$ cat config.mk
export PLATFORM = sky130hd
export DESIGN_NAME = button_event_scheduler
export DESIGN_NICKNAME = d
export VERILOG_FILES = /design/src/rtl/button_event_scheduler.sv
export SDC_FILE = /design/constraint.sdc
export NUM_CORES = 1
export LEC_CHECK = 0
export BUFFER_PORTS_ARGS = -buffer_cell sky130_fd_sc_hd__buf_4
export CAP_MARGIN = 20
export CORE_ASPECT_RATIO = 1.2
export CORE_UTILIZATION = 35
export DETAILED_ROUTE_END_ITERATION = 8
export GPL_ROUTABILITY_DRIVEN = 0
export PLACE_DENSITY_LB_ADDON = 0.3
export SLEW_MARGIN = 20
export SYNTH_ARGS = -nofsm -noshare
export SYNTH_HDL_FRONTEND = slang
export SYNTH_SLANG_ARGS = --single-unit
$ cat constraint.sdc
create_clock -name clk -period 8.7 [get_ports clk]
set_clock_uncertainty 0.05 [all_clocks]
set_input_delay 0.87 -clock clk [delete_from_list [all_inputs] [get_ports clk]]
set_output_delay 0.87 -clock clk [all_outputs]
set_load 0.02 [all_outputs]
$ cat src/rtl/button_event_scheduler.sv
// Purpose : classify debounced button presses as short/long and serialise them onto one event port.
// Latency : btn_up at cycle t -> evt_valid at t+2 at the earliest; >=1 idle cycle between events.
// Backpres: offered event held stable until evt_ready; one pending slot per button, extra releases drop with overrun.
//
// Ports:
//   clk, rst              system clock (posedge) and asynchronous active-high reset
//   btn_down / btn_up     per-button 1-cycle press / release pulses from the debouncers
//   btn_state             per-button debounced level, 1 = pressed
//   evt_valid/evt_ready   event handshake; evt_id, evt_long valid while evt_valid
//   overrun               1-cycle pulse when a release is dropped because its button is already pending
module button_event_scheduler #(
    parameter int          N_BTN       = 4,
    parameter int unsigned LONG_CYCLES = 50_000_000,
    parameter int          CNT_W       = 26,
    parameter int          ID_W        = $clog2(N_BTN)
) (
    input  logic             clk,
    input  logic             rst,
    input  logic [N_BTN-1:0] btn_down,
    input  logic [N_BTN-1:0] btn_up,
    input  logic [N_BTN-1:0] btn_state,
    output logic             evt_valid,
    input  logic             evt_ready,
    output logic [ID_W-1:0]  evt_id,
    output logic             evt_long,
    output logic             overrun
);

    localparam logic [CNT_W-1:0] LONG_THR  = CNT_W'(LONG_CYCLES);
    localparam logic [ID_W-1:0]  LAST_INIT = ID_W'(N_BTN - 1);
    localparam logic [0:0]       S_IDLE    = 1'b0;
    localparam logic [0:0]       S_OFFER   = 1'b1;

    logic [CNT_W-1:0] cnt [N_BTN];
    logic [N_BTN-1:0] pend;
    logic [N_BTN-1:0] long_q;
    logic [N_BTN-1:0] is_long;
    logic [N_BTN-1:0] accept_vec;
    logic [N_BTN-1:0] drop_vec;
    logic [0:0]       state;
    logic [ID_W-1:0]  last_grant;
    logic [ID_W-1:0]  sel_id;
    logic             sel_found;
    logic             accept;
    int               rr_idx;

    // evt_valid is always high in OFFER, so the handshake reduces to state & ready.
    assign accept = (state == S_OFFER) && evt_ready;

    always_comb begin
        is_long    = '0;
        accept_vec = '0;
        for (int i = 0; i < N_BTN; i++) begin
            // Uses the count before this cycle's btn_down reload.
            is_long[i]    = (cnt[i] >= LONG_THR);
            accept_vec[i] = accept && (evt_id == ID_W'(i));
        end
    end

    // A release is only dropped if the slot stays occupied; an accept in the
    // same cycle frees the slot for the new event.
    assign drop_vec = btn_up & pend & ~accept_vec;

    // Hold counters: reload on press, count while held, saturate at threshold.
    always_ff @(posedge clk or posedge rst) begin
        if (rst) begin
            for (int i = 0; i < N_BTN; i++) begin
                cnt[i] <= '0;
            end
        end else begin
            for (int i = 0; i < N_BTN; i++) begin
                if (btn_down[i]) begin
                    cnt[i] <= '0;
                end else if (btn_state[i] && (cnt[i] < LONG_THR)) begin
                    cnt[i] <= cnt[i] + 1'b1;
                end
            end
        end
    end

    // Pending slots. Set has priority over the accept clear of the same button.
    always_ff @(posedge clk or posedge rst) begin
        if (rst) begin
            pend    <= '0;
            long_q  <= '0;
            overrun <= 1'b0;
        end else begin
            overrun <= |drop_vec;
            for (int i = 0; i < N_BTN; i++) begin
                if (btn_up[i] && (!pend[i] || accept_vec[i])) begin
                    pend[i]   <= 1'b1;
                    long_q[i] <= is_long[i];
                end else if (accept_vec[i]) begin
                    pend[i] <= 1'b0;
                end
            end
        end
    end

    // Round-robin pick: first pending button after last_grant, wrapping at N_BTN.
    always_comb begin
        sel_found = 1'b0;
        sel_id    = '0;
        rr_idx    = 0;
        for (int k = 1; k <= N_BTN; k++) begin
            rr_idx = int'(last_grant) + k;
            if (rr_idx >= N_BTN) begin
                rr_idx = rr_idx - N_BTN;
            end
            if (!sel_found && pend[ID_W'(rr_idx)]) begin
                sel_found = 1'b1;
                sel_id    = ID_W'(rr_idx);
            end
        end
    end

    // Offer FSM. Returning to IDLE after every accept guarantees the idle gap
    // and lets the accepted slot clear before the next arbitration.
    always_ff @(posedge clk or posedge rst) begin
        if (rst) begin
            state      <= S_IDLE;
            evt_valid  <= 1'b0;
            evt_id     <= '0;
            evt_long   <= 1'b0;
            last_grant <= LAST_INIT;
        end else if (state == S_IDLE) begin
            if (sel_found) begin
                evt_id    <= sel_id;
                evt_long  <= long_q[sel_id];
                evt_valid <= 1'b1;
                state     <= S_OFFER;
            end
        end else begin
            if (evt_ready) begin
                evt_valid  <= 1'b0;
                last_grant <= evt_id;
                state      <= S_IDLE;
            end
        end
    end

endmodule

==> results.txt, run 1 <==
The transition time of the tightest slew-check pin is 1.043 ns. For this run, global-route usage on met2 was measured as 0.2530. The biggest area contributor in the post-synthesis netlist is sky130_fd_sc_hd__dfrtp_1. The total length of routed wires came out at 14.72 mm. The number of core rows came out at 55.

The total power density per cell area is 188.8 nW/um^2. The clock latency of the later-clocked register in the worst-skew pair came out at 0.42 ns. Max-cap violations in this run came to 0. The average cell area after synthesis came out at 9.010 um^2.

The area of the mapped netlist came out at 6766 um^2. The growth of design area from synthesis to finish is 14.20%. The maximum number of pins on one net before global-route repair is 66.

The launching element type of the critical path is a register. The portion of synthesized cell area occupied by the leading cell type is 0.4364. In this design, the largest share of critical-path delay is due to compound AO/OA/AOI/OAI gates. The flow ran to the end, and the final reports show no timing, DRC or antenna violations.

The via count of the first global-routing pass came out at 5,282. The height of the die came out at 154.3 um. The total track usage is 0.1584. The final antenna diode count came out at 0. The fraction of the yosys area taken by sequential cells came out at 0.4442.

The area taken by flip-flops and latches came out at 3005 um^2. The final antenna-violating net count is 0. The critical path is of the reg -> reg type. The worst path buffer plus inverter count came out at 1. For this run, design rule violations remaining after detail routing come to 0.

The die outline width is 128.9 um. TritonCTS built the clock tree. The number of instances resized during post-cts repair came out at 0. The aggregate global routing overflow is 0. The critical path starts at cnt[65]$_DFFE_PP0P_.

The routed length per instance came out at 14.34 um. Measured against its own limit, the worst slew margin works out to 0.3045. The count of nets after finishing came out at 780.

For this design the top-level I/O count stands at 20. The CTS clock-pin slew for the worst setup and hold paths is 0.06 ns. The DRC violation total after the first TritonRoute iteration is 371. The total of buffers placed on input and output ports is 19.

The sequential cell fraction of total power came out at 0.423. met2 is the most crowded layer. The largest fanout on the critical path is 26. The post-CTS setup-driven buffer insertion count is 0.

In the post-synthesis netlist, the biggest area contributors are sky130_fd_sc_hd__dfrtp_1 (44%), sky130_fd_sc_hd__a21oi_1 (6.4%), sky130_fd_sc_hd__or4_1 (4.7%). The total half-perimeter wirelength after legalization and detailed placement came out at 9.621 mm. Setup violations remaining at the end of the flow were counted as 0. The analysis attributes to net switching a power of 361.4 uW.

The clock sink count is 120. The number of vias after detailed routing came out at 5,610. The total count of max-transition violations in the final report came to 0.

The share of total power dissipated in combinational logic is 0.093. The worst setup path is captured at a register. Traced cell by cell, the critical path runs through nand3_1 > a211o_1 > a21oi_2 > buf_4 > or4b_1 > mux2_1.

Setup repair after global routing left no endpoint under its margin. The hold path startpoint is long_q[3]$_DFFE_PP0P_. The first-pass GRT wire length is 25.28 mm. The number of library cell types mapped by synthesis came out at 62. Synthesis produced a netlist whose cell count is 751.

The master of the slowest instance on the critical path is sky130_fd_sc_hd__a21oi_2. The initial antenna violation count is 0. The maximum clock frequency is 380.9 MHz.

The worst ir drop on vdd came out at 0.1579 mV. The leakage power summed over all cells came out at 2.970 nW. Using the TritonRoute via totals, the vias-per-cell ratio works out to 5.468. In the final layout, the share of cells above drive strength 1 is 0.1065. The synthesized flop and latch total came out at 120. The net count after synthesis is 774. The most common flop cell mapped by yosys is sky130_fd_sc_hd__dfrtp_1. The register-to-register setup slack came out at 6.07 ns. The time the worst path needs with I/O delays and setup is 2.625 ns. Clock tree synthesis selected as its root buffer the cell sky130_fd_sc_hd__clkbuf_16. Data on the critical path arrives at its endpoint at 2.87 ns. The met3 layer usage reported by global route came out at 0.03805. The number of synthesis warnings came out at 0. The placeable core area came out at 18,920 um^2. The min-delay analysis places its worst path in the category reg -> reg. The synthesized design contains 0 enable-type register cells.

The launch point of the worst reg-to-reg path is cnt[65]$_DFFE_PP0P_. The floorplan step defined a die boundary enclosing 19,890 um^2. The number of hold buffers added after CTS is 0. Of the total power, the share spent switching nets is 0.2477. The total power is 1.459 mW.

The maximum level of the CTS H-tree is 4. The final-report hold violation count is 0. The met1 routing resource usage after global routing came out at 0.2036. Clock tree synthesis inserted a total of 17 buffers. The worst path required time is 8.94 ns. Of the total power, the clock network draws 0.484. The longest individual stage delay on the worst path came out at 0.62 ns. In the final layout, the multi-input gates occupy 3485 um^2. The internal power summed over all cells came out at 1.097 mW. The number of buffers on the longest clock path came out at 2.

The number of inserted filler cells in the final layout is 1,884. Of all flip-flops after synthesis, the portion carrying an async set or reset was 1.000. The initial utilization of the core area, before any placement, comes to 0.3576.

The first detailed-routing pass took 4 iterations. The post-route fraction of the period consumed by the critical path is 0.3018. The sum of negative setup slack came out at 0 ns.
power by group through the flow:
stage / combinational [mW] / clock, mW / sequential, mW
2_1_floorplan: 0.0859 / 0 / 0.627
3_3_place_gp: 0.136 / 0 / 0.626
3_5_place_dp: 0.138 / 0 / 0.627
4_1_cts: 0.139 / 0.725 / 0.618
5_1_grt: 0.154 / 0.751 / 0.622
6_report: 0.136 / 0.706 / 0.617
cells in the final DEF (no fill, tap or decap), drive strengths merged, types with 9 or more instances in the layout:
master / Yosys / final
o31ai: 36 / 36
a21oi: 86 / 86
buf: 4 / 23
nand2b: 9 / 9
mux2: 17 / 17
clkbuf: 32 / 18
nor4: 12 / 12
nor2b: 15 / 15
or4: 42 / 42
nand2: 48 / 48
and4: 9 / 9
inv: 39 / 39
or3: 36 / 36
nor3: 11 / 11
nand3: 39 / 39
dfrtp: 118 / 118
nor2: 41 / 41
nand4: 25 / 25
o21ai: 41 / 41
routing by layer:
metal,vias to the layer above,part of all wire
li1,2843,-
met1,2693,0.49
met2,56,0.47
met3,18,0.032
met4,0,0.017
met5,-,0
path summary, 6_finish.rpt:
path / to / cells after the start
min in group asynchronous: cnt[54]$_DFFE_PP0P_ / 2
worst max-delay path: cnt[63]$_DFFE_PP0P_ / 6
worst min-delay path: long_q[3]$_DFFE_PP0P_ / 2
max in group asynchronous: pend[1]$_DFFE_PP0P_ / 3
worst max register to register: cnt[63]$_DFFE_PP0P_ / 6
worst min register to register: long_q[3]$_DFFE_PP0P_ / 2
worst register-to-register path, delay by kind of cell (launching register included):
family / cells / cell delay, ns
compound gates: 2 / 0.96
mux: 1 / 0.31
buf+inv: 1 / 0.37
flops: 1 / 0.42
simple gates: 2 / 0.40
kinds of logic after synthesis:
group	synth area share
muxes	0.04198
buffers and inverters	0.04235
AOI/OAI and AO/OA	0.1899
adders and majority gates	0.01479
and+or+nand+nor	0.2616
xor gates and xnor gates	0.005177
DFF	0.4442
area by class of cell:
cell class                      instances  share of cell area
Multi-Input combinational cell        556              0.4509
Sequential cell                       120              0.3889
Clock buffer                           18             0.05683
Tap cell                              256             0.04145
Timing Repair Buffer                   23             0.02234
Clock inverter                         14             0.02024
Inverter                               39             0.01927
synth_stat cells, types with 3 or more instances:
cell type and count:
sky130_fd_sc_hd__dfrtp_1 118, sky130_fd_sc_hd__a21oi_1 86, sky130_fd_sc_hd__nand2_1 48, sky130_fd_sc_hd__or4_1 42, sky130_fd_sc_hd__nor2_1 41, sky130_fd_sc_hd__o21ai_0 40, sky130_fd_sc_hd__inv_1 39, sky130_fd_sc_hd__nand3_1 39
sky130_fd_sc_hd__o31ai_1 36, sky130_fd_sc_hd__or3_1 36, sky130_fd_sc_hd__clkbuf_1 32, sky130_fd_sc_hd__nand4_1 24, sky130_fd_sc_hd__nor2b_1 15, sky130_fd_sc_hd__nor4_1 12, sky130_fd_sc_hd__nor3_1 11, sky130_fd_sc_hd__mux2_1 10
sky130_fd_sc_hd__and4_1 9, sky130_fd_sc_hd__nand2b_1 9, sky130_fd_sc_hd__and2_1 8, sky130_fd_sc_hd__ha_1 8, sky130_fd_sc_hd__mux2_2 7, sky130_fd_sc_hd__mux2i_1 7, sky130_fd_sc_hd__or2_2 5, sky130_fd_sc_hd__a31o_2 4
sky130_fd_sc_hd__and3_1 4, sky130_fd_sc_hd__buf_2 4, sky130_fd_sc_hd__xnor2_1 4, sky130_fd_sc_hd__a211oi_1 3, sky130_fd_sc_hd__a21boi_1 3, sky130_fd_sc_hd__nand4b_1 3, sky130_fd_sc_hd__o31a_1 3
sequential cells by signal, indices dropped and copies added, names as in the netlist:
register,flops
pend,4
overrun,1
cnt,104
evt_valid,1
long_q,4
last_grant,2
evt_id,2
state,1
evt_long,1
stage by stage:
| step | setup WS, ns | std cells | util | cell area (um^2) | hold slack (ns) |
|---|---|---|---|---|---|
| after detailed placement | 5.845 | 994 | 0.3769 | 7132 | 0.4267 |
| after CTS | 6.073 | 1026 | 0.4083 | 7727 | 0.4348 |
| after floorplan | 4.597 | 751 | - | 6766 | 0.3929 |
| after global routing | 5.920 | 1026 | 0.4083 | 7727 | 0.4609 |
| final | 6.075 | 1026 | 0.4083 | 7727 | 0.4306 |
| after global placement | 5.887 | 994 | 0.3769 | 7132 | 0.4181 |
Power figures use the tool's default switching activity.
==> run 2: changes to the inputs <==
==> constraint.sdc (replaced) <==
create_clock -name clk -period 2.28 [get_ports clk]
set_clock_uncertainty 0.05 [all_clocks]
set_input_delay 0.228 -clock clk [delete_from_list [all_inputs] [get_ports clk]]
set_output_delay 0.228 -clock clk [all_outputs]
set_load 0.02 [all_outputs]
==> results.txt, run 2 (same netlist as run 1, synthesis figures left out) <==
The total I/O pin count came out at 20 (unchanged). The area taken by flip-flops and latches is 3005 um^2 (unchanged). The worst ir drop on vdd came out at 0.5737 mV (was 0.1579 mV). The CTS tree is built (unchanged). The first-pass iteration count of the detailed router came to 4 (unchanged). The maximum clock frequency is 445.8 MHz (was 380.9 MHz). Largest registers: cnt x104, long_q x4, pend x4 (unchanged). The final antenna diode count was 0 (unchanged).

Cells along the critical path: or4_4 > o211ai_4 > a31oi_4 > bufbuf_16 > o31a_1 > o21ba_1 (was nand3_1 > a211o_1 > a21oi_2 > buf_4 > or4b_1 > mux2_1). The post-detailed-route DRC marker count was 0 (unchanged). The total track usage came out at 0.1656 (was 0.1584).

The worst path required time came out at 2.53 ns (was 8.94 ns). The transition time of the tightest slew-check pin was 0.5818 ns (was 1.043 ns). The sum of negative setup slack came out at 0 ns (unchanged). The worst slew slack as a fraction of its limit is 0.6060 (was 0.3045). The multi-input logic area is 3632 um^2 (was 3485 um^2). The total count of max-transition violations in the final report was 0 (unchanged). The die area is 19,890 um^2 (unchanged). The final-report hold violation count came out at 0 (unchanged). Setup repair after global routing missed its margin: true (was false). The fraction of layout instances using a drive strength above 1 came out at 0.1902 (was 0.1065). The total length of routed wires was 15.83 mm (was 14.72 mm). The via count of the first global-routing pass is 5,609 (was 5,282). The total power density per cell area came out at 667.6 nW/um^2 (was 188.8 nW/um^2). The clock latency of the later-clocked register in the worst-skew pair was 0.43 ns (was 0.42 ns). The kind of path behind the tightest hold check is in -> reg (was reg -> reg). The time the worst path needs with I/O delays and setup is 2.243 ns (was 2.625 ns). The max-cap check violation count was 0 (unchanged). The master of the slowest instance on the critical path is sky130_fd_sc_hd__or4_4 (was sky130_fd_sc_hd__a21oi_2). The count of nets after finishing is 851 (was 780). The post-route fraction of the period consumed by the critical path is 0.9838 (was 0.3018). The logic depth of the worst register-to-register path came out at 6 (unchanged). Most frequent cells in the layout: sky130_fd_sc_hd__dfrtp_1 (118), sky130_fd_sc_hd__a21oi_1 (80), sky130_fd_sc_hd__buf_4 (79) (was sky130_fd_sc_hd__dfrtp_1 (118), sky130_fd_sc_hd__a21oi_1 (85), sky130_fd_sc_hd__nand2_1 (48)). The CTS clock-pin slew for the worst setup and hold paths is 0.06 ns (about the same). The average vias per placed instance is 5.420 (was 5.468). The maximum number of pins on one net before global-route repair is 81 (was 66). The worst path setup slack after routing is 0.03700 ns (was 6.075 ns). The total of buffers placed on input and output ports came out at 19 (unchanged).

The final antenna-violating net count came out at 0 (unchanged). The launching element type of the critical path is a register (unchanged). The DRC violation total after the first TritonRoute iteration was 320 (was 371). The number of buffers created by CTS was 17 (unchanged). The data arrival time of the worst path is 2.49 ns (was 2.87 ns). Run status: complete, no violations (unchanged). The routed length per instance is 14.43 um (was 14.34 um). The height of the die is 154.3 um (unchanged). The first-pass GRT wire length is 26.54 mm (was 25.28 mm).

The kind of capture point of the worst setup path is a register (unchanged). The root buffer selected by CTS is sky130_fd_sc_hd__clkbuf_16 (unchanged). The initial antenna violation count is 0 (unchanged).

The count of final setup violators is 0 (unchanged). The clock sink count is 120 (unchanged). The starting density of the core is 0.3576 (unchanged). The leading cell type in the layout, fill and taps excluded is sky130_fd_sc_hd__dfrtp_1 (unchanged). The total cell area at the placement stage is 7596 um^2 (was 7132 um^2).

The final design instance area without fill came to 8482 um^2 (was 7727 um^2). The number of vias after detailed routing is 5,946 (was 5,610). The depth of the worst hold-timing path was 2 (unchanged).

The largest fanout on the critical path came out at 7 (was 26). The growth of design area from synthesis to finish came out at 25.35% (was 14.20%). The kind of critical path was reg -> reg (unchanged). The register ranked first by flip-flop count is cnt (unchanged). The leakage power summed over all cells came to 3.325 nW (was 2.970 nW). The placeable core area is 18,920 um^2 (unchanged). The maximum level of the CTS H-tree is 4 (unchanged). The total power is 5.662 mW (was 1.459 mW). The longest individual stage delay on the worst path came out at 0.55 ns (was 0.62 ns). The number of buffers on the longest clock path came out at 2 (unchanged). The aggregate global routing overflow is 0 (unchanged). The total half-perimeter wirelength after legalization and detailed placement is 10.28 mm (was 9.621 mm). The final hold slack is 0.1269 ns (was 0.4306 ns). The die outline width came out at 128.9 um (unchanged). The number of core rows is 55 (unchanged). The post-placement setup slack came out at -0.006356 ns (was 5.845 ns). The number of inserted filler cells in the final layout came out at 1,794 (was 1,884). The number of flip-flops under the largest register name is 104 (unchanged).
run 2: repair_timing:
action,4_1_cts,5_1_grt
pin swaps,7,15
buffers inserted,2,4
cloned,1,3
endpoints found under the setup margin,4,39
resized for setup,4,19
hold endpoints to repair,124,0
hold buffers,6,0
run 2: report_power, final:
part | internal [mW] | leakage, nW | switching [mW] | total (mW)
logic | 0.249 | 1.42 | 0.312 | 0.562
registers | 2.24 | 1.62 | 0.113 | 2.36
clock network | 1.74 | 0.286 | 1.00 | 2.74
total | 4.24 | 3.33 | 1.43 | 5.66
run 2: final timing paths:
kind | startpoint | endpoint | slack, ns
min in group asynchronous | rst | cnt[55]$_DFFE_PP0P_ | 0.39
hold reg to reg | last_grant[0]$_DFFE_PP1P_ | last_grant[0]$_DFFE_PP1P_ | 0.43
max in group asynchronous | rst | last_grant[0]$_DFFE_PP1P_ | 1.33
setup / recovery | cnt[35]$_DFFE_PP0P_ | cnt[31]$_DFFE_PP0P_ | 0.04
setup reg to reg | cnt[35]$_DFFE_PP0P_ | cnt[31]$_DFFE_PP0P_ | 0.04
hold / removal | btn_down[3] | cnt[25]$_DFFE_PP0P_ | 0.13
run 2: final cells by class:
cell class,count,share of cell area
multi-input combinational,559,0.4282
sequential,120,0.3543
timing repair buffer,91,0.09161
clock buffer,20,0.05266
tap,256,0.03776
clock inverter,12,0.01770
inverter,39,0.01770
run 2: critical path, delay by kind of cell, from the launching register on:
kind / cells / cell delay, ns
AO/OA/AOI/OAI: 4 / 0.86
buffers and inverters: 1 / 0.31
flip-flops: 1 / 0.37
AND/OR/NAND/NOR: 1 / 0.55
run 2: metal layers:
layer / track usage / part of all wire / vias to the layer above
met2: 0.2728 / 0.49 / 66
met3: 0.03182 / 0.026 / 12
met4: 0.06275 / 0.011 / 0
li1: - / - / 2988
met1: 0.2137 / 0.47 / 2880
met5: 0 / 0 / -
run 2: metrics by stage:
step | utilization | instances
after global routing | 0.4482 | 1097
final | 0.4482 | 1097
after floorplan | - | 751
after CTS | 0.4399 | 1090
after global placement | 0.4014 | 1049
after detailed placement | 0.4014 | 1049
